File: config.mk
export PLATFORM = sky130hd
export DESIGN_NAME = duck_motion
export DESIGN_NICKNAME = d
export VERILOG_FILES = /design/src/rtl/duck_motion.sv
export SDC_FILE = /design/constraint.sdc
export NUM_CORES = 1
export LEC_CHECK = 0
export ABC_AREA = 1
export BUFFER_PORTS_ARGS = -buffer_cell sky130_fd_sc_hd__buf_2
export CAP_MARGIN = 20
export CORE_UTILIZATION = 44
export DETAILED_ROUTE_END_ITERATION = 10
export GPL_ROUTABILITY_DRIVEN = 0
export GPL_TIMING_DRIVEN = 0
export PLACE_DENSITY = 0.66
export SYNTH_ARGS = -nofsm -noshare
export SYNTH_HDL_FRONTEND = slang
export SYNTH_SLANG_ARGS = --single-unit
export TNS_END_PERCENT = 20
File: constraint.sdc
create_clock -name board_clk -period 2.3 [get_ports board_clk]
set_input_delay 0.115 -clock board_clk [delete_from_list [all_inputs] [get_ports board_clk]]
set_output_delay 0.115 -clock board_clk [all_outputs]
set_load 0.01 [all_outputs]
File: src/rtl/duck_motion.sv
// Duck sprite vertical motion: debounced jump/duck buttons drive a frame-stepped
// GROUND / AIR / DUCK state machine with simple gravity and fast-fall.
module duck_motion #(
  parameter int CORDW           = 10,
  parameter int GROUND_Y        = 150,
  parameter int JUMP_V0         = 12,
  parameter int GRAVITY         = 1,
  parameter int DEBOUNCE_CYCLES = 1000000
) (
  input  logic                    board_clk,
  input  logic                    Reset,
  input  logic                    frame,
  input  logic                    btn_up,
  input  logic                    btn_down,
  output logic signed [CORDW-1:0] duck_y,
  output logic [1:0]              state,
  output logic                    airborne,
  output logic                    ducking
);

  localparam int YW = CORDW + 1;
  localparam int CW = $clog2(DEBOUNCE_CYCLES + 1);
  localparam logic [CW-1:0] CNT_MAX = CW'(DEBOUNCE_CYCLES - 1);
  localparam logic signed [YW-1:0] GY_EXT = YW'(GROUND_Y);
  localparam logic signed [YW-1:0] Y_MIN  = YW'(-(2 ** (CORDW - 1)));
  localparam logic signed [CORDW-1:0] GY  = CORDW'(GROUND_Y);
  localparam logic signed [7:0] V0        = 8'(JUMP_V0);
  localparam logic signed [7:0] G1        = 8'(GRAVITY);
  localparam logic signed [7:0] G2        = 8'(2 * GRAVITY);

  typedef enum logic [1:0] {
    GROUND = 2'b00,
    AIR    = 2'b01,
    DUCK   = 2'b10,
    BAD    = 2'b11
  } motion_t;

  logic [1:0]    raw;
  logic [1:0]    sync1, sync2, db;
  logic [CW-1:0] cnt [2];

  assign raw = {btn_down, btn_up};

  // Index 0 is the jump button, index 1 the duck button.
  for (genvar b = 0; b < 2; b++) begin : g_btn
    always_ff @(posedge board_clk or posedge Reset) begin
      if (Reset) begin
        sync1[b] <= 1'b0;
        sync2[b] <= 1'b0;
        db[b]    <= 1'b0;
        cnt[b]   <= '0;
      end else begin
        sync1[b] <= raw[b];
        sync2[b] <= sync1[b];
        if (sync2[b] == db[b]) begin
          cnt[b] <= '0;
        end else if (cnt[b] == CNT_MAX) begin
          db[b]  <= sync2[b];
          cnt[b] <= '0;
        end else begin
          cnt[b] <= cnt[b] + 1'b1;
        end
      end
    end
  end

  logic up_db, down_db, up_prev, up_rise;
  assign up_db   = db[0];
  assign down_db = db[1];
  assign up_rise = up_db & ~up_prev;

  motion_t                  cur, nxt;
  logic signed [7:0]        vel, vel_n;
  logic signed [CORDW-1:0]  y_n;
  logic                     jump_req, jump_req_n;
  logic signed [YW-1:0]     y_ext, vel_ext, y_sub;

  assign y_ext   = YW'(duck_y);
  assign vel_ext = YW'(vel);
  assign y_sub   = y_ext - vel_ext;

  always_ff @(posedge board_clk or posedge Reset) begin
    if (Reset) begin
      cur      <= GROUND;
      vel      <= '0;
      duck_y   <= GY;
      jump_req <= 1'b0;
      up_prev  <= 1'b0;
    end else begin
      cur      <= nxt;
      vel      <= vel_n;
      duck_y   <= y_n;
      jump_req <= jump_req_n;
      up_prev  <= up_db;
    end
  end

  // A pending jump is only consumed when it was already set before this frame,
  // so an up edge landing on the frame cycle is taken on the next frame.
  always_comb begin
    nxt        = cur;
    vel_n      = vel;
    y_n        = duck_y;
    jump_req_n = jump_req;
    if (frame) begin
      case (cur)
        GROUND: begin
          if (jump_req) begin
            nxt        = AIR;
            vel_n      = V0;
            jump_req_n = 1'b0;
          end else if (down_db) begin
            nxt = DUCK;
          end
        end
        AIR: begin
          if (y_sub >= GY_EXT) begin
            nxt   = GROUND;
            y_n   = GY;
            vel_n = '0;
          end else begin
            if (y_sub < Y_MIN) y_n = Y_MIN[CORDW-1:0];
            else               y_n = y_sub[CORDW-1:0];
            vel_n = vel - (down_db ? G2 : G1);
          end
        end
        DUCK: begin
          y_n = GY;
          if (!down_db) nxt = GROUND;
        end
        default: begin
          nxt   = GROUND;
          y_n   = GY;
          vel_n = '0;
        end
      endcase
    end
    if (up_rise && cur == GROUND && !(frame && jump_req)) jump_req_n = 1'b1;
  end

  assign state    = cur;
  assign airborne = (cur == AIR);
  assign ducking  = (cur == DUCK);

endmodule
### After elaboration in Yosys (flattened, before gate mapping)

Cells that the tools add are included.

| word-level totals | value |
|---|---|
| bits in latches | 0 |
| output and inout port bits | 14 |
| memory bits (read-only) | 0 |
| logic and storage cells | 67 |
| memory bits (writable) | 0 |
| bits of input ports | 5 |
| bits in registers | 68 |
| memories kept | 0 |

| operators by class | value |
|---|---|
| order comparisons | 2 |
| multiply operators | 0 |
| add/subtract/negate cells | 4 |
| muxes and demuxes | 19 |
| shift-type cells | 0 |
| div/mod/pow operators | 0 |
| equal/unequal tests | 10 |
| bitwise gates (word level) | 6 |
| reduce and logical (&&, ||, !) cells | 13 |

Operators by type and width:

| cell | count |
|---|---|
| $mux 20 | 4 |
| $add 20x1->20 const B | 2 |
| $eq 20x20->1 const B | 2 |
| $pmux 8 s3 | 1 |
| $mux 10 | 2 |
| $pmux 10 s2 | 1 |
| $mux 8 | 2 |
| $ge 11x9->1 const B | 1 |
| $lt 11x10->1 const B | 1 |
| $sub 10x8->11 | 1 |
| $mux 2 | 5 |
| $reduce_and 2->1 | 4 |
| $sub 8x3->8 | 1 |
| $pmux 2 s3 | 1 |
| $not 1->1 | 5 |
| $ne 2x2->1 const B | 2 |
| $reduce_and 4->1 | 1 |
| $reduce_bool 2->1 | 2 |
| $logic_and 1x1->1 | 3 |
| $mux 1 | 3 |
| $ne 3x3->1 const B | 1 |
| $reduce_and 3->1 | 1 |
| $eq 1x1->1 | 2 |
| $eq 2x1->1 const B | 1 |
| 5 further kinds | 5 |

### Depth between registers and ports, before layout

| logic depth | value |
|---|---|
| depth in word-level cells | 6 |
| gate-level depth with buffers | 18 |

### Worst setup path after synthesis

OpenSTA, ideal clock, no wires.

| path | value |
|---|---|
| path kind | register to register |
| start | reg duck_y[0] |
| end | reg duck_y[1] |
| setup slack | 137 ps |
| cell stages (with the launch flop) | 18 |
| arrival time | 2086 ps |
| library setup time | 77 ps |
| path through | dfrtp_1 > inv_1 > ha_1 > inv_1 > fa_1 > nand2_1 > nand2_2 > nand3_2 > nand2_2 > nand2_1 > nand2_1 > o21ai_1 > inv_1 > nand2_4 > nand2_4 > buf_6 > o22ai_2 > inv_1 |

| on the way | value |
|---|---|
| word-level cells in the longest chain between the ends | 5 |

RTL lines:

| item | line | source |
|---|---|---|
| from (decl) | 15 | `output logic signed [CORDW-1:0] duck_y,` |
| from (signal assigned) | 92 | `duck_y <= y_n;` |
| $sub 10x8->11 * | 80 | `assign y_sub = y_ext - vel_ext;` |
| $lt 11x10->1 | 122 | `if (y_sub < Y_MIN) y_n = Y_MIN[CORDW-1:0];` |
| $mux 10 | 122 |  |
| $mux 10 * | 117 | `if (y_sub >= GY_EXT) begin` |
| $pmux 10 s2 * | 106 | `case (cur)` |

Every way passes the cells marked *; elsewhere a longest branch is shown, timed or not.
A chain may end at the register's enable or synchronous reset.

### Final worst setup path

| path | value |
|---|---|
| start | reg duck_y[0] |
| end | reg duck_y[0] |

Same word-level chain as after synthesis.

==> summary.md <==
| Metric | Value |
|---|---|
| Status | `complete, but fails checks` |
| Failing checks | `setup timing` |
| Net Switching | `1.50 mW` |
| DRT antenna net count | `0` |
| Share of layout cells above drive strength 1 | `0.216` |
| Final Max Slew Viols | `0` |
| Crit path from | `duck_y[0]` |
| Post-Syn Instances | `490` |
| Critical Path End | `duck_y[0]` |
| Worst-Skew Late Latency | `0.34 ns` |
| Final worst slack | `-0.00331 ns` |
| Antenna violations before repair | `0` |
| Largest net degree at the start of global routing | `between 60 and 70` |
| Setup violators final | `1` |
| Hold Path Depth | `4` |
| CP Cell Sequence | `inv_2, ha_4, inv_4, fa_2, nand2_2, nand2_4, nand3_4, nand2_4, nand2_2, nand2_2, nand3_2, nand2_2, nand3_2, nand2_4, buf_4, buf_4, nand4_1, o21ai_1` |
| CP Class | `reg -> reg` |
| Ant diodes | `0` |
| DR vias | `3236` |
| Post-synth net total | `between 500 and 600` |
| Crit path DAT | `roughly 2.5 ns` |
| Fin. Hold Viols | `0` |
| Final Util | `0.534` |
| CTS tree | `yes` |
| Reg-to-Reg End | `duck_y[0]` |
| Placement row count | `34` |
| Slowest cell on the critical path | `dfrtp_1` |
| Dpl hpwl | `between 5000 and 6000 um` |
| Reg2reg start | `duck_y[0]` |
| Total internal power | `2.43 mW` |
| Hold Crit Class | `in -> reg` |
| Worst path bufs/invs | `4` |
| IO Count | `19` |
| H-tree depth | `3` |
| CP delay by family, top | `simple AND/OR/NAND/NOR gates` |
| Flop pwr share | `0.333` |
| #FFs+latches synth | `between 60 and 70` |
| Drt wl/cell | `around 12 um` |
| Dominant cells by area after synthesis | `dfrtp_1 (40%), nand2_1 (8.7%), inv_1 (7.7%)` |
| Area leader, netlist | `dfrtp_1` |
| Layout Skew | `just over 0.007 ns` |
| Clk pwr share | `0.253` |
| R2R Setup Slk | `-0.003 ns` |
| Combinational fraction of design power | `0.414` |
| Avg Synthesized Cell Area | `8.10 um^2` |
| Tmin final | `2.30 ns` |
| Critical Path Sink Type | `flop` |
| Post-synth cell types | `38` |
| Die X | `~97 um` |
| Grt ovf | `0` |
| Nets | `553` |
| Switching Share | `0.382` |
| Dpl ws | `-0.123 ns` |
| Final period utilization | `1.00` |
| Starting density of the core | `0.455` |
| DRC viols | `0` |
| Worst VDD drop | `557 uV` |
| Slew Limit Headroom | `0.455` |
| Total stage count of the critical path | `18` |
| Post-synth top area share | `0.403` |
| Die footprint | `roughly 0.0094 mm^2` |
| Global-route wire length before repair | `13900 um` |
| DR iter-0 viols | `197` |
| Lkg Pwr | `2.09 nW` |
| Overall routed net length | `8020 um` |
| Vias per cell | `5.02` |
| CP Launch Type | `flop` |
| Max cap viols | `0` |
| Power Density | `846 mW/mm^2` |
| Mapped cell area | `0.00397 mm^2` |
| GRT Resource Usage Total | `0.181` |
| Layout area overhead | `17.3%` |
| Worst-path fanout max | `7` |
| Buffers on Ports | `18` |
| Measured slew at the worst slew-check pin | `between 0.8 and 0.9 ns` |
| Fillers | `around 800` |
| Critical path required time | `2.53 ns` |
| DRT Pass-1 Iters | `4` |
| Delay of the slowest critical-path stage | `0.40 ns` |
| Power, Total | `around 3.9 mW` |
| Clock sink count | `a little under 70` |
| Fmax | `434 MHz` |
| Bufs on Longest Clock Path | `2` |
| Synth warnings | `0` |
| Most used cell along the critical path | `nand2_2` |
| Die Height | `roughly 97 um` |
| RSZ-0062 raised after global routing | `yes` |
| Register area share after synthesis | `0.430` |
| Clk slew on worst S/H paths | `0.07 ns` |
| Vias in the first global route | `3232` |
| CORE AREA | `0.00872 mm^2` |
| R2r worst-path depth | `18` |
| Root buf cell | `clkbuf_8` |
| Total CTS buffers | `9` |
==> placed cells by master (no fill, tap or decap), drive strengths merged, types with 2 or more instances in the layout <==
cell | Yosys | routed
nor2 | 62 | 62
ha | 14 | 14
buf | 3 | 30
xor2 | 14 | 14
dlygate4sd3 | 0 | 3
nand2 | 101 | 101
nor3 | 19 | 19
nor4 | 7 | 7
o21ai | 20 | 20
o22ai | 6 | 6
dfrtp | 64 | 64
o21a | 3 | 3
xnor2 | 5 | 5
nand3b | 3 | 3
clkbuf | 0 | 15
fa | 2 | 2
a21oi | 29 | 29
inv | 82 | 82
dfstp | 4 | 4
nand3 | 34 | 34
nand4 | 11 | 11
==> routing by layer <==
| layer | up-vias | part of all wire | track usage |
|---|---|---|---|
| li1 | 1669 | - | - |
| met1 | 1508 | 0.48 | 0.232 |
| met2 | 46 | 0.47 | 0.301 |
| met3 | 13 | 0.029 | 0.0289 |
| met4 | 0 | 0.019 | 0.0827 |
| met5 | - | 0 | 0 |
==> synth_stat cells <==
library cell   n
nor4_4         1
a22oi_1        1
buf_6          1
nand3b_1       3
inv_2          1
o21a_1         3
nor3_2         3
a21oi_1       25
xor2_1        14
o31ai_1        1
buf_2          1
or2_2          1
nand2_4        3
nor2_2         9
fa_1           2
dfstp_2        4
o21ai_1        2
a211oi_1       1
o21ai_0       18
nor4_1         4
nor3_1        16
nand3_2        5
ha_1          14
a21oi_2        4
buf_4          1
nand2_2        6
nor3b_1        1
o22ai_2        6
nand2_1       92
nand4_1       11
nand3_1       29
xnor2_1        5
dfrtp_1       64
nor4_2         2
inv_1         81
mux2_2         1
a31oi_1        1
nor2_1        53
==> registers in the layout (all words and copies together), names as in the netlist <==
signal and count:
vel 8, down_db 1, sync1 2, up_prev 1
cnt 40, state 2, sync2 2, up_db 1
duck_y 10, jump_req 1
==> how the worst min path moves through the flow <==
stage                     startpoint       end  slack [ns]
after floorplan               btn_up  sync1[0]        0.15
after global placement      btn_down  sync1[1]        0.23
after detailed placement      btn_up  sync1[0]        0.22
after CTS                      frame  jump_req        0.20
after global routing           frame  jump_req        0.28
final                          frame  jump_req        0.21
==> cell families (layout without fill, tap and decap cells) <==
kind of cell / Yosys count / after routing / share of synthesized area
flops: 68 / 68 / 0.430
xor+xnor: 19 / 19 / 0.0419
fa+ha+maj: 16 / 16 / 0.0542
compound gates: 62 / 62 / 0.0974
buf+inv: 85 / 132 / 0.0835
simple gates: 239 / 239 / 0.290
mux: 1 / 1 / 0.00284
==> timing repair <==
action | CTS | global route
gates resized for setup | 4 | 40
buffers inserted | 0 | 9
hold buffers | 3 | 0
hold endpoints to repair | 66 | 0
setup endpoints to repair | 19 | 19
gates cloned | 0 | 1
pin swaps | 2 | 7
==> power groups by stage <==
stage | Sequential [mW] | Clock [mW] | Combinational, mW
after floorplan | 1.33 | 0 | 1.02
after global placement | 1.34 | 0 | 1.26
after detailed placement | 1.34 | 0 | 1.28
after CTS | 1.32 | 1.02 | 1.30
after global routing | 1.32 | 1.08 | 1.82
final | 1.31 | 0.997 | 1.63
==> tightest hold or removal path: cells and delay by family <==
kind | cells | cell delay, ns
AOI/OAI and AO/OA | 2 | 0.18
buffers and inverters | 2 | 0.23
==> metrics by stage <==
stage	std cells	area [um^2]	setup TNS (ns)	hold slack, ns
after floorplan	490	3970	0	0.146
after global placement	616	4200	-27.61	0.226
after detailed placement	616	4200	-1.45	0.225
after CTS	635	4440	0	0.195
after global routing	645	4660	-1.25	0.277
final	645	4660	-0.00331	0.214
==> cell type report <==
class | count | area (um^2) | share of cell area
Buffer | 3 | 32.5 | 0.00698
Clock buffer | 14 | 163 | 0.0349
Clock inverter | 2 | 35.0 | 0.00752
Inverter | 82 | 313 | 0.0672
Multi-Input combinational cell | 337 | 2060 | 0.442
Sequential cell | 68 | 1710 | 0.367
Tap cell | 108 | 135 | 0.0290
Timing Repair Buffer | 31 | 213 | 0.0457
(Power assumes the default switching activity.)
